===== config.mk =====
export PLATFORM = sky130hd
export DESIGN_NAME = if_fetch_ctrl
export DESIGN_NICKNAME = d
export VERILOG_FILES = /design/src/rtl/if_fetch_ctrl.sv
export SDC_FILE = /design/constraint.sdc
export NUM_CORES = 1
export LEC_CHECK = 0
export CORE_UTILIZATION = 49
export CTS_BUF_LIST = sky130_fd_sc_hd__clkbuf_4 sky130_fd_sc_hd__clkbuf_8
export DETAILED_ROUTE_END_ITERATION = 12
export GPL_TIMING_DRIVEN = 1
export PLACE_DENSITY = 0.9
export SETUP_SLACK_MARGIN = 0.15
export SLEW_MARGIN = 20
export SYNTH_ARGS = -nofsm -noshare
export SYNTH_HDL_FRONTEND = slang
export SYNTH_SLANG_ARGS = --single-unit
export TNS_END_PERCENT = 50

===== constraint.sdc =====
create_clock -name clk -period 6.4 [get_ports clk]
set_input_delay 0.64 -clock clk [delete_from_list [all_inputs] [get_ports clk]]
set_output_delay 0.64 -clock clk [all_outputs]
set_load 0.1 [all_outputs]

===== src/rtl/if_fetch_ctrl.sv =====
// if_fetch_ctrl: fetch PC sequencer with one outstanding imem read.
// Optional misaligned-fetch trap: define IF_MISAL_EXCP_EN.
//
// Ports:
//   clk, rst          clock, sync active-high reset
//   excp_jmp_ena/pc   trap redirect (wins over branch)
//   bj_ena/new_pc     branch/jump redirect
//   mem_req_*         imem request (valid/ready, addr)
//   mem_rsp_*         imem response (valid, 32b data)
//   inst_valid/inst   held instruction to decode
//   inst_pc/if_excp   its PC and exception flags
//   id_ready          decode accepts held instruction

`ifndef REG_BUS
`define REG_BUS 63:0
`endif
`ifndef EXCP_BUS
`define EXCP_BUS 3:0
`endif
`ifndef EXCP_INST_MISAL
`define EXCP_INST_MISAL 0
`endif
`ifndef PC_START
`define PC_START 64'h0000_0000_8000_0000
`endif

module if_fetch_ctrl (
  input  logic            clk,
  input  logic            rst,
  input  logic            excp_jmp_ena,
  input  logic [`REG_BUS] excp_pc,
  input  logic            bj_ena,
  input  logic [`REG_BUS] new_pc,
  output logic            mem_req_valid,
  input  logic            mem_req_ready,
  output logic [`REG_BUS] mem_req_addr,
  input  logic            mem_rsp_valid,
  input  logic [31:0]     mem_rsp_data,
  output logic            inst_valid,
  input  logic            id_ready,
  output logic [`REG_BUS] inst_pc,
  output logic [31:0]     inst,
  output logic [`EXCP_BUS] if_excp
);

  localparam logic [31:0] NOP = 32'h0000_0013;

  typedef enum logic [2:0] {
    S_IDLE,
    S_REQ,
    S_WAIT,
    S_HOLD,
    S_DROP
  } state_t;

  state_t state;
  state_t state_nxt;

  logic [`REG_BUS] fpc;
  logic [`REG_BUS] fpc_nxt;
  logic [`REG_BUS] tgt;
  logic            redir;
  logic            misal;
  logic            misal_nxt;
  logic            lat_rsp;
  logic            lat_nop;
  logic            req_valid_nxt;
  logic            inst_valid_nxt;

  assign redir = excp_jmp_ena | bj_ena;
  assign tgt   = excp_jmp_ena ? excp_pc : new_pc;

  assign mem_req_addr = fpc;

`ifdef IF_MISAL_EXCP_EN
  assign misal     = fpc[1:0] != 2'b00;
  assign misal_nxt = fpc_nxt[1:0] != 2'b00;
`else
  assign misal     = 1'b0;
  assign misal_nxt = 1'b0;
`endif

  always_ff @(posedge clk) begin
    if (rst) begin
      state <= S_IDLE;
      fpc   <= `PC_START;
    end else begin
      state <= state_nxt;
      fpc   <= fpc_nxt;
    end
  end

  // A misaligned fetch never issues a request,
  // so a redirect there needs no stale-drop.
  always_comb begin
    state_nxt = state;
    fpc_nxt   = fpc;
    lat_rsp   = 1'b0;
    lat_nop   = 1'b0;
    case (state)
      S_IDLE: state_nxt = S_REQ;
      S_REQ: begin
        if (redir) begin
          fpc_nxt = tgt;
          if (mem_req_ready && !misal)
            state_nxt = S_DROP;
        end else if (misal) begin
          state_nxt = S_HOLD;
          lat_nop   = 1'b1;
        end else if (mem_req_ready) begin
          state_nxt = S_WAIT;
        end
      end
      S_WAIT: begin
        if (redir) begin
          fpc_nxt   = tgt;
          state_nxt = mem_rsp_valid ? S_REQ : S_DROP;
        end else if (mem_rsp_valid) begin
          state_nxt = S_HOLD;
          lat_rsp   = 1'b1;
        end
      end
      S_DROP: begin
        if (redir)
          fpc_nxt = tgt;
        if (mem_rsp_valid)
          state_nxt = S_REQ;
      end
      S_HOLD: begin
        if (redir) begin
          fpc_nxt   = tgt;
          state_nxt = S_REQ;
        end else if (id_ready) begin
          fpc_nxt   = fpc + 64'd4;
          state_nxt = S_REQ;
        end
      end
      default: state_nxt = S_IDLE;
    endcase
  end

  // Outputs are registered from the next state.
  always_comb begin
    req_valid_nxt  = (state_nxt == S_REQ) && !misal_nxt;
    inst_valid_nxt = (state_nxt == S_HOLD);
  end

  always_ff @(posedge clk) begin
    if (rst) begin
      mem_req_valid <= 1'b0;
      inst_valid    <= 1'b0;
      inst          <= 32'h0;
      inst_pc       <= '0;
    end else begin
      mem_req_valid <= req_valid_nxt;
      inst_valid    <= inst_valid_nxt;
      if (lat_rsp) begin
        inst    <= mem_rsp_data;
        inst_pc <= fpc;
      end else if (lat_nop) begin
        inst    <= NOP;
        inst_pc <= fpc;
      end
    end
  end

`ifdef IF_MISAL_EXCP_EN
  always_ff @(posedge clk) begin
    if (rst) begin
      if_excp <= '0;
    end else if (lat_rsp) begin
      if_excp <= '0;
    end else if (lat_nop) begin
      if_excp <= '0;
      if_excp[`EXCP_INST_MISAL] <= 1'b1;
    end
  end
`else
  assign if_excp = '0;
`endif

endmodule


==> metrics.csv <==
metric,value,unit
outcome,finished clean,
initial antenna violation count,0,
synth unique cells,72,
Starting Density,50.1,%
clk sink count,165,
WP data arrival,3.69,ns
number of synthesized flops with an enable pin,0,
ranking of synthesized cells by area,"dfxtp_1 38%, nand2_1 11%, a21oi_1 9.6%",
"Period Utilization, post-route",51.5,%
top cell family by delay on the critical path,compound AO/OA/AOI/OAI gates,
root buffer cell,clkbuf_8,
slowest CP cell,o21a_2,
async set-reset flop share out of synthesis,0,%
TritonCTS clock tree,yes,
Reg2Reg Depth,6,
top cell type's share of synthesized area,38.3,%
Die Y,135,um
Crit path largest cell delay,0.58,ns
"Seq/Total Area, Yosys",38.3,%
Fill cells,1363,
Critical R2R Launch,state[2],
die footprint,18200,um2
Crit path depth,8,
fmax,0.303,GHz
Hold Fails Final Rpt,0,
"Clk Latency, worst-skew pair",0.47,ns
Slew headroom,24.4,%
# setup viols final,0,
antenna-violating nets left,0,
worst r2r dst,mem_req_addr[57],
RSZ-0062 raised after global routing,false,
vias in the first global route,8751,
highest-count cells in the layout ignoring fill and taps,"326 x clkdlybuf4s50_1, 249 x nand2_1, 165 x a21oi_1, 165 x dfxtp_1, 70 x mux2i_1",
drt via density,5.83,
leading area contributor after synthesis,dfxtp_1,
# diodes,0,
CTS buffer count,17,
worst-margin pin slew,1.13,ns
PD cells,211,nW/um2
critical path cell sequence,"buf_4, or2_1, a22oi_1, o21a_2, buf_4, nor2_1, a21o_1, nor3_1",
Synthesis Warnings,0,
Area Overhead vs Synth,41.8,%
Hold Path Stages,2,
CP Class,input pin to flop,
VDD IR max,0.131,mV
r2r setup slk,3.48,ns
IO Port Bufs,328,
Clock transition at path regs,0.09,ns
share of cells above drive strength 1,5.89,%
Ports,333,
Final Util,71.0,%
Clock Path Buffers,2,
via count,9532,
Synth Instances,1136,
CP startpoint,excp_jmp_ena,
Resized Gates After CTS,0,
CP startpoint kind,input pin,
DR DRC count,0,
die width,135,um
worst setup path endpoint,mem_req_addr[57],
setup ws final,3.10,ns
fin nets,1565,
Worst EP required,6.79,ns
clock period minus worst slack,3.30,ns
largest net degree at the start of global routing,89,
first-pass detailed-route iteration total,7,
Routed WL per cell,17.7,um
total negative slack,0,ns
most frequent CP cell,buf_4,
hold buffer count at cts,0,
Crit path buffers/inverters,2,
Max Fanout on Critical Path,69,
overall routed net length,29.0,mm
"leading cell type in the layout, fill and taps excluded",clkdlybuf4s50_1,
row cnt,48,
iteration-0 DRC count of the detailed router,913,
HP Class,flop to flop,
DP HPWL,20.6,mm
Place WS,2.66,ns
GRT Resource Usage Total,31.2,%
grt total ovfl,0,
Worst setup EP type,flop,
LEAKAGE,4.17,nW
clk_skew,0.0146,ns
final-report max-slew violation count,0,
synthesis-stage register bit count,165,
prevailing post-synth register cell,dfxtp_1,
Core Area,17200,um2
H-tree depth,4,
Placer Congestion,0.880,
first-pass GRT wire length,44.8,mm
Max Cap Viol,0,
syn avg cell area,7.60,um2
Mapped Area,8630,um2
postcts setup bufs,0,
[flip-flops by register name, summed over array words and instances (netlist names)]
name,flops
mem_req_addr,64
state,3
mem_req_valid,1
inst_valid,1
inst,32
inst_pc,64
[final cells by class]
class,count,area [um2],area share [%]
Clock buffer,18,248,2.02
Clock inverter,14,143,1.17
Inverter,10,37.5,0.307
Multi-Input combinational cell,867,4890,39.9
Sequential cell,165,3300,27.0
Tap cell,225,282,2.30
Timing Repair Buffer,336,3340,27.3
[cells in the mapped netlist (3+ instances only)]
cell type  count
buf_1          5
nor2_1        69
dfxtp_1      165
nor3_2         3
o31ai_1        5
nor2b_1        3
buf_4          7
nand4_2        4
a21o_1         4
clkbuf_1      53
a21oi_1      165
nor4_1        12
o21ai_0       59
inv_1          9
a211oi_1       9
a31oi_1        7
nor4_2         3
a2111oi_1      3
nand3_2        5
nand2_1      250
a22oi_1        5
nor4b_1        4
nand3_1       31
buf_2         30
nand4_1       18
nor4_4         4
and4_1         5
nor3_1        48
or3_1          3
mux2_2         4
o22ai_1       15
mux2i_1       70
and3_1        12
[power breakdown]
part | leakage [nW] | switching [W] | internal (W)
clock | 0.200 | 0.000428 | 0.000331
combinational | 2.63 | 0.000453 | 0.000224
sequential | 1.34 | 0.0000846 | 0.00107
total | 4.17 | 0.000966 | 0.00162
[worst min-delay path by stage]
stage	start	end	slack [ns]
floorplan	state[2]	mem_req_addr[63]	0.62
global placement	inst_pc[31]	inst_pc[31]	0.44
detailed placement	inst_pc[35]	inst_pc[35]	0.45
CTS	inst_pc[35]	inst_pc[35]	0.46
global route	inst_pc[26]	inst_pc[26]	0.47
finish	inst_pc[35]	inst_pc[35]	0.46
[kinds of logic after synthesis]
family,share of synthesized area [%]
XOR/XNOR,0.101
AND/OR/NAND/NOR,28.1
other,0.0434
buffers and inverters,5.49
adder cells (fa/ha/maj),0.145
AO/OA/AOI/OAI,19.2
flip-flops,38.3
multiplexers,8.64
[layer usage]
layer,GRT usage [%],wire length (um)
met5,0,0
met4,12.7,797
met3,6.83,2630
met2,52.3,13900
met1,38.8,11600
[worst register-to-register path, stage by stage (launching register included)]
cell and delay (ns):
dfxtp_1 0.46, nor4b_4 0.47, and2_2 0.74, buf_4 0.55
nor2_1 0.24, a21o_1 0.21, nor3_1 0.17
[stage by stage]
step,total power [W],cell area [um2],hold slack (ns),std cells
2_1_floorplan,0.00161,8650,0.618,1139
3_3_place_gp,0.00183,11900,0.441,1603
3_5_place_dp,0.00184,11900,0.446,1603
4_1_cts,0.00259,12200,0.459,1635
5_1_grt,0.00267,12200,0.474,1635
6_report,0.00259,12200,0.457,1635
(Power assumes the default switching activity.)
